==> src/rtl/data_mem_arbiter_if.sv <==
// Bundle of the two requester ports and the data-memory port shared by data_mem_arbiter.
// master = arbiter side, slave = requesters plus memory model.
interface data_mem_arbiter_if #(
    parameter int ADDR_W = 8,
    parameter int DATA_W = 8
);
    // Handshake: a requester raises req with we/addr/wdata stable and keeps it high until it
    // samples ack = 1 (one-cycle pulse); rdata is valid from the cycle after a read's ack.
    logic              cpu_req;
    logic              cpu_we;
    logic [ADDR_W-1:0] cpu_addr;
    logic [DATA_W-1:0] cpu_wdata;
    logic [DATA_W-1:0] cpu_rdata;
    logic              cpu_ack;
    logic              cpu_stall;

    logic              dma_req;
    logic              dma_we;
    logic [ADDR_W-1:0] dma_addr;
    logic [DATA_W-1:0] dma_wdata;
    logic [DATA_W-1:0] dma_rdata;
    logic              dma_ack;

    logic              mem_read;
    logic              mem_write;
    logic [ADDR_W-1:0] mem_addr;
    logic [DATA_W-1:0] mem_wdata;
    logic [DATA_W-1:0] mem_rdata;

    modport master (
        input  cpu_req, cpu_we, cpu_addr, cpu_wdata,
        output cpu_rdata, cpu_ack, cpu_stall,
        input  dma_req, dma_we, dma_addr, dma_wdata,
        output dma_rdata, dma_ack,
        output mem_read, mem_write, mem_addr, mem_wdata,
        input  mem_rdata
    );

    modport slave (
        output cpu_req, cpu_we, cpu_addr, cpu_wdata,
        input  cpu_rdata, cpu_ack, cpu_stall,
        output dma_req, dma_we, dma_addr, dma_wdata,
        input  dma_rdata, dma_ack,
        input  mem_read, mem_write, mem_addr, mem_wdata,
        output mem_rdata
    );
endinterface

==> src/rtl/data_mem_arbiter.sv <==
// Two-port (CPU / DMA) arbiter and access sequencer for the 8-bit data memory.
// Define ARB_ROUND_ROBIN_EN for round-robin tie breaking; default is fixed CPU priority.
module data_mem_arbiter #(
    parameter int ADDR_W        = 8,
    parameter int DATA_W        = 8,
    parameter int ACCESS_CYCLES = 2
) (
    input  logic                 clk,
    input  logic                 rst,
    data_mem_arbiter_if.master   bus,
    output logic [1:0]           state_dbg,
    output logic                 last_grant_dbg
);
    typedef enum logic [1:0] {
        IDLE   = 2'd0,
        ACCESS = 2'd1,
        RESP   = 2'd2
    } state_t;

    localparam logic PORT_CPU = 1'b0;
    localparam logic PORT_DMA = 1'b1;

    state_t            state, state_nxt;
    logic [3:0]        cnt;
    logic              last_grant;
    logic              grant;
    logic              win;
    logic              start;
    logic              we_lat;
    logic [ADDR_W-1:0] addr_lat;
    logic [DATA_W-1:0] wdata_lat;
    logic [DATA_W-1:0] cpu_rdata_q;
    logic [DATA_W-1:0] dma_rdata_q;

    always_comb begin
        state_nxt = state;
        start     = 1'b0;
        win       = PORT_CPU;
        if (bus.cpu_req && bus.dma_req) begin
`ifdef ARB_ROUND_ROBIN_EN
            win = ~last_grant;
`else
            win = PORT_CPU;
`endif
        end else if (bus.dma_req) begin
            win = PORT_DMA;
        end
        case (state)
            IDLE: begin
                if (bus.cpu_req || bus.dma_req) begin
                    start     = 1'b1;
                    state_nxt = ACCESS;
                end
            end
            ACCESS:  if (cnt == 4'd0) state_nxt = RESP;
            RESP:    state_nxt = IDLE;
            default: state_nxt = IDLE;
        endcase
    end

    // Requester inputs are captured only at grant; later changes are ignored.
    always_ff @(posedge clk or posedge rst) begin
        if (rst) begin
            state       <= IDLE;
            cnt         <= 4'd0;
            last_grant  <= PORT_DMA;
            grant       <= PORT_CPU;
            we_lat      <= 1'b0;
            addr_lat    <= '0;
            wdata_lat   <= '0;
            cpu_rdata_q <= '0;
            dma_rdata_q <= '0;
        end else begin
            state <= state_nxt;
            if (start) begin
                grant      <= win;
                last_grant <= win;
                we_lat     <= win ? bus.dma_we    : bus.cpu_we;
                addr_lat   <= win ? bus.dma_addr  : bus.cpu_addr;
                wdata_lat  <= win ? bus.dma_wdata : bus.cpu_wdata;
                cnt        <= 4'(ACCESS_CYCLES - 1);
            end else if (state == ACCESS) begin
                if (cnt == 4'd0) begin
                    if (!we_lat) begin
                        if (grant == PORT_CPU) cpu_rdata_q <= bus.mem_rdata;
                        else                   dma_rdata_q <= bus.mem_rdata;
                    end
                end else begin
                    cnt <= cnt - 4'd1;
                end
            end
        end
    end

    always_comb begin
        bus.mem_read   = (state == ACCESS) && !we_lat;
        bus.mem_write  = (state == ACCESS) && we_lat;
        bus.mem_addr   = (state == ACCESS) ? addr_lat  : '0;
        bus.mem_wdata  = (state == ACCESS) ? wdata_lat : '0;
        bus.cpu_ack    = (state == RESP) && (grant == PORT_CPU);
        bus.dma_ack    = (state == RESP) && (grant == PORT_DMA);
        bus.cpu_stall  = bus.cpu_req && !bus.cpu_ack;
        bus.cpu_rdata  = cpu_rdata_q;
        bus.dma_rdata  = dma_rdata_q;
        state_dbg      = state;
        last_grant_dbg = last_grant;
    end
endmodule

==> src/flat_wrapper.sv <==
// flat-port wrapper written by rule: the top's interface ports become plain ports
module data_mem_arbiter_flat 
#(
    parameter int ADDR_W        = 8,
    parameter int DATA_W        = 8,
    parameter int ACCESS_CYCLES = 2
)
  (clk, rst, state_dbg, last_grant_dbg, bus_cpu_req, bus_cpu_we, bus_cpu_addr, bus_cpu_wdata, bus_cpu_rdata, bus_cpu_ack, bus_cpu_stall, bus_dma_req, bus_dma_we, bus_dma_addr, bus_dma_wdata, bus_dma_rdata, bus_dma_ack, bus_mem_read, bus_mem_write, bus_mem_addr, bus_mem_wdata, bus_mem_rdata);
  data_mem_arbiter_if #(.ADDR_W(ADDR_W), .DATA_W(DATA_W)) bus_i ();
  input  logic clk;
  input  logic rst;
  output logic [1:0] state_dbg;
  output logic last_grant_dbg;
  input wire logic [$bits(bus_i.cpu_req)-1:0] bus_cpu_req;
  input wire logic [$bits(bus_i.cpu_we)-1:0] bus_cpu_we;
  input wire logic [$bits(bus_i.cpu_addr)-1:0] bus_cpu_addr;
  input wire logic [$bits(bus_i.cpu_wdata)-1:0] bus_cpu_wdata;
  output wire logic [$bits(bus_i.cpu_rdata)-1:0] bus_cpu_rdata;
  output wire logic [$bits(bus_i.cpu_ack)-1:0] bus_cpu_ack;
  output wire logic [$bits(bus_i.cpu_stall)-1:0] bus_cpu_stall;
  input wire logic [$bits(bus_i.dma_req)-1:0] bus_dma_req;
  input wire logic [$bits(bus_i.dma_we)-1:0] bus_dma_we;
  input wire logic [$bits(bus_i.dma_addr)-1:0] bus_dma_addr;
  input wire logic [$bits(bus_i.dma_wdata)-1:0] bus_dma_wdata;
  output wire logic [$bits(bus_i.dma_rdata)-1:0] bus_dma_rdata;
  output wire logic [$bits(bus_i.dma_ack)-1:0] bus_dma_ack;
  output wire logic [$bits(bus_i.mem_read)-1:0] bus_mem_read;
  output wire logic [$bits(bus_i.mem_write)-1:0] bus_mem_write;
  output wire logic [$bits(bus_i.mem_addr)-1:0] bus_mem_addr;
  output wire logic [$bits(bus_i.mem_wdata)-1:0] bus_mem_wdata;
  input wire logic [$bits(bus_i.mem_rdata)-1:0] bus_mem_rdata;
  assign bus_i.cpu_req = bus_cpu_req;
  assign bus_i.cpu_we = bus_cpu_we;
  assign bus_i.cpu_addr = bus_cpu_addr;
  assign bus_i.cpu_wdata = bus_cpu_wdata;
  assign bus_cpu_rdata = bus_i.cpu_rdata;
  assign bus_cpu_ack = bus_i.cpu_ack;
  assign bus_cpu_stall = bus_i.cpu_stall;
  assign bus_i.dma_req = bus_dma_req;
  assign bus_i.dma_we = bus_dma_we;
  assign bus_i.dma_addr = bus_dma_addr;
  assign bus_i.dma_wdata = bus_dma_wdata;
  assign bus_dma_rdata = bus_i.dma_rdata;
  assign bus_dma_ack = bus_i.dma_ack;
  assign bus_mem_read = bus_i.mem_read;
  assign bus_mem_write = bus_i.mem_write;
  assign bus_mem_addr = bus_i.mem_addr;
  assign bus_mem_wdata = bus_i.mem_wdata;
  assign bus_i.mem_rdata = bus_mem_rdata;
  data_mem_arbiter #(.ADDR_W(ADDR_W), .DATA_W(DATA_W), .ACCESS_CYCLES(ACCESS_CYCLES)) u_core (.clk(clk), .rst(rst), .bus(bus_i), .state_dbg(state_dbg), .last_grant_dbg(last_grant_dbg));
endmodule
==> config.mk <==
export PLATFORM = sky130hd
export DESIGN_NAME = data_mem_arbiter_flat
export DESIGN_NICKNAME = d
export VERILOG_FILES = /design/src/rtl/data_mem_arbiter_if.sv /design/src/rtl/data_mem_arbiter.sv /design/src/flat_wrapper.sv
export SDC_FILE = /design/constraint.sdc
export NUM_CORES = 1
export LEC_CHECK = 0
export BUFFER_PORTS_ARGS = -buffer_cell sky130_fd_sc_hd__buf_2
export CAP_MARGIN = 20
export CORE_ASPECT_RATIO = 0.7
export CORE_MARGIN = 5
export CORE_UTILIZATION = 46
export CTS_CLUSTER_DIAMETER = 100
export CTS_CLUSTER_SIZE = 8
export DETAILED_ROUTE_END_ITERATION = 7
export PLACE_DENSITY = 0.85
export SLEW_MARGIN = 20
export SYNTH_ARGS = -nofsm -noshare
export SYNTH_HDL_FRONTEND = slang
export SYNTH_SLANG_ARGS = --single-unit
==> constraint.sdc <==
create_clock -name clk -period 4.67 [get_ports clk]
set_clock_uncertainty 0.05 [all_clocks]
set_input_delay 0.2335 -clock clk [delete_from_list [all_inputs] [get_ports clk]]
set_output_delay 0.2335 -clock clk [all_outputs]
set_load 0.02 [all_outputs]
* Word-level counts from Yosys, hierarchy flattened
Cells that the tools add are included.
Cells by class: $add $sub $neg 1, equality and inequality tests 5, mux-type cells 15, bitwise gates (word level) 3, reduce and logical (&&, ||, !) cells 16
Operators with widths (number):
- $mux 8 | 4
- $mux 4 | 3
- $reduce_and 5->1 | 2
- $logic_and 1x1->1 | 6
- $mux 1 | 5
- $logic_not 4->1 | 1
- $mux 2 | 2
- $ne 2x1->1 const B | 2
- $pmux 2 s2 | 1
- $reduce_and 2->1 | 2
- $sub 4x1->4 const B | 1
- $not 1->1 | 3
- $eq 2x1->1 const B | 1
- $eq 2x2->1 const B | 1
- $logic_not 1->1 | 2
- $logic_not 2->1 | 1
- $ne 2x2->1 const B | 1
- $reduce_bool 2->1 | 1
- $logic_or 1x1->1 | 1
Word-level totals: register bits 41, logic and storage cells 49

* Longest topological paths before layout
Gate-level depths: netlist of the first run.
depth after elaboration 5, mapped depth 6, gate-level depth less buffers 5

* Worst setup path after synthesis of the first run
OpenSTA, ideal clock, no wires.
path type register to register, start point reg u_core.cnt[0], end point reg u_core.cpu_rdata_q[0], in the netlist u_core.bus.cpu_rdata[0], required time 4.495 ns, stages on the path, launching flop included 7, period minus slack after synthesis 2.053 ns, library setup time 0.125 ns, slack 2.617 ns, arrival 1.878 ns, path through dfrtp_1 inv_1 ha_1 or3b_4 or4_4 buf_6 mux2_4
On the way: word-level cells in the longest chain between the ends 2
Ends and longest elaborated chain:
- from (decl) | RTL line data_mem_arbiter.sv:24 | logic [3:0] cnt;
- from (signal assigned) | RTL line data_mem_arbiter.sv:81 | cnt <= 4'(ACCESS_CYCLES - 1);
- from (signal assigned) | RTL line data_mem_arbiter.sv:89 | cnt <= cnt - 4'd1;
- $logic_not 4->1 | RTL line data_mem_arbiter.sv:83 | if (cnt == 4'd0) begin
- $reduce_and 5->1 (no line)
- to (signal assigned) | RTL line data_mem_arbiter.sv:85 | if (grant == PORT_CPU) cpu_rdata_q <= bus.mem_rdata;
- to (decl) | RTL line data_mem_arbiter.sv:32 | logic [DATA_W-1:0] cpu_rdata_q;
Every way passes these cells. A chain may end at the register's enable or synchronous reset.

* Worst setup path after layout of the first run
start point reg u_core.state[0], in the netlist u_core.state_dbg[0], end point reg u_core.dma_rdata_q[1], in the netlist u_core.bus.dma_rdata[1]
On the way: word-level cells in the longest chain between the ends 4, elaborated cells between the ends (all ways) 5, classes of those cells eq/ne (1); mux (1); bitwise (1); reduce/logical (2)
Ends and longest elaborated chain:
- from (decl) | RTL line data_mem_arbiter.sv:23 | state_t state, state_nxt;
- from (signal assigned) | RTL line data_mem_arbiter.sv:74 | state <= state_nxt;
- $logic_not 2->1 | RTL line data_mem_arbiter.sv:48 | case (state)
- $mux 1 | RTL line data_mem_arbiter.sv:48
- $not 1->1 (no line)
- $reduce_and 5->1 (no line) *
- to (signal assigned) | RTL line data_mem_arbiter.sv:86 | else dma_rdata_q <= bus.mem_rdata;
- to (decl) | RTL line data_mem_arbiter.sv:33 | logic [DATA_W-1:0] dma_rdata_q;
Every way passes the cells marked *; elsewhere a longest branch is shown, timed or not.

==> results of run 1 <==
-- power by group --
part	switching (mW)	internal [mW]
sequential	0.108	0.537
clock	0.123	0.174
combinational	0.517	0.423
-- worst min-delay path: cells and delay by family --
kind                   cells  cell delay (ns)
buffers and inverters      3             0.55
-- cells in the mapped netlist, drive strengths merged --
cell and number:
mux2 50, dfrtp 40, and2 17, a21oi 6
buf 5, inv 5, nor3 5, o21ai 5
nor2b 4, nor2 3, clkbuf 2, ha 2
nand2 2, nor3b 2, or4 2, a31o 1
and3 1, dfstp 1, mux2i 1, nand2b 1
nand4b 1, o21a 1, or3b 1
-- cell families after synthesis --
family,after synthesis,synth area share
buffers and inverters,12,0.0284
and+or+nand+nor,39,0.119
muxes,51,0.298
AOI/OAI and AO/OA,13,0.0352
adders and majority gates,2,0.0124
DFF,41,0.507
-- metrics by stage --
stage                     std cells  utilization  worst slack [ns]  hold WS (ns)
after floorplan                 158            -              2.62         0.235
after global placement          293        0.580              2.20         0.325
after detailed placement        293        0.580              2.02         0.325
after CTS                       301        0.608              2.01      0.000375
after global routing            301        0.608              2.27        0.0406
final                           301        0.608              2.47       -0.0119
-- state kept, by name (all words and copies together) (netlist names) --
name,count
u_core.grant,1
u_core.last_grant_dbg,1
u_core.bus.dma_rdata,8
u_core.we_lat,1
u_core.bus.cpu_rdata,8
u_core.addr_lat,8
u_core.wdata_lat,8
u_core.state_dbg,2
u_core.cnt,4
-- worst paths after layout --
check	start	endpoint	slack, ns	cells past startpoint
max in group asynchronous	rst	u_core.last_grant_dbg	4.23	3
setup reg to reg	u_core.state_dbg[0]	u_core.bus.dma_rdata[1]	2.47	3
hold / removal	rst	u_core.bus.dma_rdata[5]	-0.01	3
min in group clk	bus_cpu_req	u_core.last_grant_dbg	0.11	2
setup / recovery	u_core.state_dbg[0]	u_core.bus.dma_rdata[1]	2.47	3
hold reg to reg	u_core.addr_lat[7]	u_core.addr_lat[7]	0.45	1
-- cell type report --
cell class / count / area (um2) / share of cell area
sequential: 41 / 1030 / 0.392
multi-input combinational: 105 / 943 / 0.360
timing repair buffer: 87 / 440 / 0.168
clock buffer: 6 / 82.6 / 0.0315
tap: 55 / 68.8 / 0.0263
clock inverter: 2 / 37.5 / 0.0143
inverter: 5 / 18.8 / 0.00717
-- per-layer routing --
layer  part of all wire  track usage  up-vias
met4              0.018       0.0818        0
met2               0.50        0.263       38
li1                   -            -      722
met5                  0            0        -
met3              0.058       0.0489        7
met1               0.42        0.201      713
==> impl_metrics.toml, run 1 <==
[drt]
vias = 1480
drc_errors = 0
vias_per_cell = 4.92
initialDrtViolationCount = 60
first_pass_iters = 4
post_drt_wl_per_cell_um = 14.8
drt-total-wl_um = 4440
ant_nets = 0

[clock_tree]
clockBufferDepth = 2
hold_buffers = 0
cts_setup_buffers = 0
cts_tree = "done"
cts_resized = 0
clk_pin_slew_ns = 0.08
cts.root.buffer_cell = "clkbuf_8"
clock_latency_ns = 0.30
cts.sinks = 41
ctsHtreeMaxLevel = 2
numCtsBuffers = 5

[synth]
synthTopCellsByArea = "dfrtp_1 (49%), mux2_2 (23%), mux2_4 (5.9%)"
synth_seq_cells = 41
synth_top_cell_area_share = 0.494
synth_cell_types = 26
ys_seq_area_frac = 0.507
synthCells = 158
synthesis.area_um2 = 2030
yosys.area.top_type = "dfrtp_1"
ys_warn_count = 0
syn_nets = 206
syn_avg_cell_area_um2 = 12.8

[worst_setup_path]
end_kind = "flip-flop"
startpoint_type = "flip-flop"
path_cells = "nor2b_2 -> nand4b_1 -> mux2_2"
required_ns = 4.80
worstSetupPathType = "flip-flop to flip-flop"
max_stage_delay_ns = 0.61
crit_slowest_cell = "nor2b_2"
crit_path_max_fanout = 20
worst-path-buf-inv = 0
critPathArrivalTime_ns = 2.34
crit_family = "simple AND/OR/NAND/NOR gates"

[global_routing]
grt_pass1_vias = 1593
grtUsageTotal = 0.164
overflow = 0
grt_pass1_wl_um = 7250
grt_max_degree = 42
antenna_found_initial = 0

[die]
die_area_um2 = 5850
rows = 20
initial_core_util = 0.471
core_area_um2 = 4300
dieWidth_um = 89.3
die_y_um = 65.5
ios = 86

[worst_hold_path]
hp-class = "primary input to asynchronous set/reset pin"

[timing]
layout_min_cycle_time_ns = 2.20
tns_ns = 0
max_slew_margin = 0.489
hold_viol = 23
tightest_slew_ns = 0.766
fmax_mhz = 454
slew_viol_final = 0
holdWs_ns = -0.0119
rsz0062_at_grt = "no"
min_period_over_period = 0.472
setup_violations = 0

[final_layout]
layout.nets = 293
antenna_cells = 0
syn_to_final_growth_pct = 29.3
final_common_cell = "buf_2"
layout-drive-gt1-share = 0.610
layout_common_cells = "buf_2 (85), mux2_2 (42), dfrtp_1 (40), and2_1 (17), mux2_4 (8)"
finish.instance_area_um2 = 2620
fillers = 364

[power]
power_density_nw_per_um2 = 718
leakage_nw = 1.30
max-vdd-ir-drop_v = 0.000327
power.total_mw = 1.88

[placement]
placed_area_um2 = 2500
dpl.hpwl_um = 3440
globalplace.congestion = 0.799
portBuffers = 85

[run_status]
status = "finished with violations"
violations = "negative hold slack"

[flow_run]
drv_cap = 0
Power figures use the tool's default switching activity.
==> inputs of run 2 (changes only) <==
clock period = 2.1 ns   (was 4.67 ns; I/O delays follow)
==> run 2 against run 1 <==
The flow now finishes without violations. Routed wire length up 11%. Worst hold slack better by 0.021 ns. Critical path depth up 2. Setup slack worse by 2.4 ns. Die area unchanged. Via count up 8.4%. Design area up 2.7%. Critical endpoint is now u_core.bus.cpu_rdata[7]. Largest cell class unchanged. Highest routed layer unchanged.
==> impl_metrics.toml, run 2 (synthesis results as in run 1) <==
[worst_setup_path]
end_kind = "flip-flop"
crit_family = "simple AND/OR/NAND/NOR gates"
startpoint_type = "flip-flop"
critPathArrivalTime_ns = 2.20
worstSetupPathType = "flip-flop to flip-flop"
required_ns = 2.23
worst-path-buf-inv = 1
crit_slowest_cell = "or4_4"
crit_path_max_fanout = 8
max_stage_delay_ns = 0.53
path_cells = "inv_2 -> ha_4 -> or3b_4 -> or4_4 -> mux2_4"

[die]
core_area_um2 = 4300
initial_core_util = 0.471
die_y_um = 65.5
ios = 86
rows = 20
die_area_um2 = 5850
dieWidth_um = 89.3

[final_layout]
layout.nets = 306
layout_common_cells = "buf_2 (85), mux2_2 (42), dfrtp_1 (40), and2_1 (17), buf_4 (14)"
antenna_cells = 0
final_common_cell = "buf_2"
syn_to_final_growth_pct = 32.7
final_core_util = 0.625
layout-drive-gt1-share = 0.625

[drt]
initialDrtViolationCount = 171
route.met2.wl_um = 2500
drc_errors = 0
post_drt_wl_per_cell_um = 15.7
drt-total-wl_um = 4930
ant_nets = 0
vias_per_cell = 5.11
vias = 1605
wl_met3_um = 343
highest_layer = "met4"
first_pass_iters = 4
wl_met1_um = 2000

[timing]
rsz0062_at_grt = "yes"
slew_viol_final = 0
setup_violations = 0
tns_ns = 0
min_period_over_period = 0.988
hold_viol = 0
max_slew_margin = 0.575
layout_min_cycle_time_ns = 2.08
tightest_slew_ns = 0.637
holdWs_ns = 0.00872
fmax_mhz = 482

[clock_tree]
ctsHtreeMaxLevel = 2
clock_latency_ns = 0.29
numCtsBuffers = 5
clockBufferDepth = 2
clk_pin_slew_ns = 0.07
cts.root.buffer_cell = "clkbuf_8"
cts_tree = "done"
cts.sinks = 41

[global_routing]
grt_max_degree = 31
grt_pass1_vias = 1673
antenna_found_initial = 0
grtUsageTotal = 0.185
overflow = 0
grt_pass1_wl_um = 8160

[placement]
dpl.hpwl_um = 3730
portBuffers = 85
globalplace.congestion = 0.817

[power]
max-vdd-ir-drop_v = 0.000769
power.total_mw = 4.22
leakage_nw = 1.34
power_density_nw_per_um2 = 1570

[run_status]
status = "finished, final reports clean"

[worst_hold_path]
hp-class = "primary input to flip-flop"

[flow_run]
drv_cap = 0
## run 2: changes by cell type in the layout (fill, tap and decap cells not counted), sizes merged
cell         previous run  this run
buf                    87        99
bufinv                  1         0
clkbuf                  6         8
clkinv                  1         0
clkinvlp                1         0
dlygate4sd3             0         1
inv                     4         5
## run 2: power breakdown
group	total [mW]	internal [mW]	switching [mW]
clock	0.484	0.236	0.248
combinational	2.28	1.05	1.23
sequential	1.45	1.19	0.257
## run 2: cell type report
class / count / area [um2]
Clock buffer: 8 / 80.1
Fill cell: 361 / 1620
Inverter: 5 / 18.8
Multi-Input combinational cell: 105 / 953
Sequential cell: 41 / 1030
Tap cell: 55 / 68.8
Timing Repair Buffer: 100 / 541
## run 2: metrics by stage
stage          setup slack [ns]  std cells  cell area [um2]
4_1_cts                 -0.0394        311             2670
2_1_floorplan            0.0467        158             2030
6_report                 0.0249        314             2690
3_5_place_dp            -0.0509        298             2530
5_1_grt                 -0.0147        314             2690
3_3_place_gp             0.0446        298             2530
## run 2: worst paths after layout
check                                    start                       to  slack [ns]  depth (start not counted)
max                              u_core.cnt[0]  u_core.bus.cpu_rdata[7]        0.02                          5
min                           bus_mem_rdata[2]  u_core.bus.cpu_rdata[2]       0.009                          2
min in group asynchronous                  rst            u_core.cnt[1]        0.39                          3
min reg2reg                u_core.wdata_lat[6]      u_core.wdata_lat[6]        0.45                          1
max reg2reg                      u_core.cnt[0]  u_core.bus.cpu_rdata[7]        0.02                          5
max in group asynchronous                  rst  u_core.bus.cpu_rdata[7]        1.05                          4
## run 2: repair_timing
action | in CTS | in global routing
pin swaps | 2 | 2
resized for setup | 4 | 0
hold buffers | 1 | 0
setup buffers | 4 | 3
hold endpoints to repair | 27 | 0
endpoints found under the setup margin | 8 | 8
## run 2: layer usage
layer	GRT usage	vias up
met4	0.0743	0
met5	0	-
li1	-	750
met3	0.0489	13
met1	0.229	783
met2	0.305	59
==> inputs of run 3 (changes only) <==
clock period = 2.47 ns   (was 2.1 ns; I/O delays follow)
==> run 3 against run 2 <==
Fmax is 3.9% lower. Worst hold slack better by 0.0054 ns. Register-to-register slack better by 0.29 ns. Sequential power is 15% lower. Die area stayed put. Count of clock-buffer cells in the layout is 2 lower. Power is 16% lower. Critical path type unchanged. Largest cell class unchanged.
==> impl_metrics.toml, run 3 (synthesis results as in run 1) <==
[run_status]
status = "finished, final reports clean"

[timing]
setup_violations = 0
min_period_over_period = 0.874
fin_ws_ns = 0.310
tightest_slew_ns = 0.637
tns_ns = 0
slew_viol_final = 0
rsz0062_at_grt = "no"
max_slew_margin = 0.573
fmax_mhz = 463
hold_viol = 0
holdWs_ns = 0.0142
layout_min_cycle_time_ns = 2.16

[clock_tree]
cts_tree = "done"
clockBufferDepth = 2
ctsHtreeMaxLevel = 2
clk_pin_slew_ns = 0.08
clock_latency_ns = 0.29
cts.root.buffer_cell = "clkbuf_8"
cts.sinks = 41
numCtsBuffers = 5
cts_resized = 0
cts_setup_buffers = 0

[final_layout]
final_common_cell = "buf_2"
fillers = 375
layout.nets = 296
syn_to_final_growth_pct = 30.0
antenna_cells = 0
layout-drive-gt1-share = 0.602
layout_common_cells = "buf_2 (85), mux2_2 (42), dfrtp_1 (40), and2_1 (17), mux2_4 (8)"
finish.instance_area_um2 = 2630
final_core_util = 0.612

[power]
max-vdd-ir-drop_v = 0.000639
p_sw_frac = 0.400
combPwrFrac = 0.507
power_density_nw_per_um2 = 1350
leakage_nw = 1.31
clock_power_share = 0.148
p_switching_mw = 1.42
power.internal_mw = 2.14
pwr-share-seq = 0.345

[global_routing]
overflow = 0
grt_max_degree = 25
grt_pass1_vias = 1510
grt_pass1_wl_um = 7400
grtUsageTotal = 0.167
antenna_found_initial = 0

[die]
die_y_um = 65.5
core_area_um2 = 4300
initial_core_util = 0.471
die_area_um2 = 5850
ios = 86
rows = 20
dieWidth_um = 89.3

[drt]
initialDrtViolationCount = 76
drt-total-wl_um = 4470
vias_per_cell = 4.90
drc_errors = 0
first_pass_iters = 4
vias = 1491
post_drt_wl_per_cell_um = 14.7
ant_nets = 0

[worst_setup_path]
crit_path_start = "u_core.cnt[0]"
reg2reg_from = "u_core.cnt[0]"
worstSetupPathType = "flip-flop to flip-flop"
reg2reg_to = "u_core.bus.cpu_rdata[2]"
critPathCapture = "u_core.bus.cpu_rdata[2]"
r2r_cells = 5
startpoint_type = "flip-flop"
end_kind = "flip-flop"
regToRegSetupSlack_ns = 0.31
crit_path_max_fanout = 8
critPathArrivalTime_ns = 2.28
required_ns = 2.59

[worst_hold_path]
hp-class = "primary input to flip-flop"
whs_path_depth = 2

[placement]
placed_area_um2 = 2510
dp_slack_ns = 0.332
dpl.hpwl_um = 3510
portBuffers = 85
globalplace.congestion = 0.817

[flow_run]
drv_cap = 0
run 3: cell count changes in the layout (fill, tap and decap cells not counted):
cell       previous run  this run
buf_4                14         4
inv_2                 3         0
clkbuf_1              3         1
inv_1                 2         4
bufinv_16             0         1
clkinv_1              0         1
clkinv_4              0         1
ha_1                  1         2
ha_4                  1         0
run 3: timing repair:
action,4_1_cts,5_1_grt
hold buffers,1,0
endpoints found under the setup margin,0,0
hold endpoints to repair,17,0
run 3: layout make-up:
| type | instances | area, um2 | share of cell area |
|---|---|---|---|
| tap | 55 | 68.8 | 0.0261 |
| clock buffer | 6 | 72.6 | 0.0276 |
| inverter | 5 | 18.8 | 0.00713 |
| multi-input combinational | 105 | 941 | 0.357 |
| timing repair buffer | 90 | 465 | 0.177 |
| sequential | 41 | 1030 | 0.390 |
| clock inverter | 2 | 38.8 | 0.0147 |
run 3: how the worst min path moves through the flow:
| stage | start | to | slack, ns |
|---|---|---|---|
| global route | bus_mem_rdata[6] | u_core.bus.cpu_rdata[6] | 0.009 |
| finish | bus_cpu_req | u_core.last_grant_dbg | 0.01 |
| global placement | rst | u_core.wdata_lat[7] | 0.10 |
| floorplan | bus_cpu_req | u_core.last_grant_dbg | 0.12 |
| detailed placement | rst | u_core.wdata_lat[7] | 0.11 |
| CTS | bus_cpu_req | u_core.last_grant_dbg | 0.006 |
run 3: critical path: stages (launching register included):
cell     delay [ns]
dfrtp_1        0.40
inv_1          0.11
ha_1           0.21
or3b_4         0.42
or4_4          0.54
mux2_4         0.34
run 3: through the flow:
stage | std cells | power (mW)
2_1_floorplan | 158 | 2.47
4_1_cts | 304 | 3.61
3_3_place_gp | 295 | 3.00
5_1_grt | 304 | 3.81
6_report | 304 | 3.56
3_5_place_dp | 295 | 3.07
run 3: power groups by stage:
| stage | sequential [mW] | combinational, mW | clock [mW] |
|---|---|---|---|
| detailed placement | 1.24 | 1.83 | 0 |
| floorplan | 1.38 | 1.09 | 0 |
| global route | 1.27 | 1.97 | 0.571 |
| global placement | 1.21 | 1.79 | 0 |
| finish | 1.23 | 1.80 | 0.528 |
| CTS | 1.23 | 1.84 | 0.543 |
run 3: per-layer routing:
metal	GRT usage	wire (um)	vias to the layer above
li1	-	-	732
met1	0.227	2030	718
met2	0.259	2140	37
met3	0.0464	256	4
met4	0.0502	36	0
met5	0	0	-
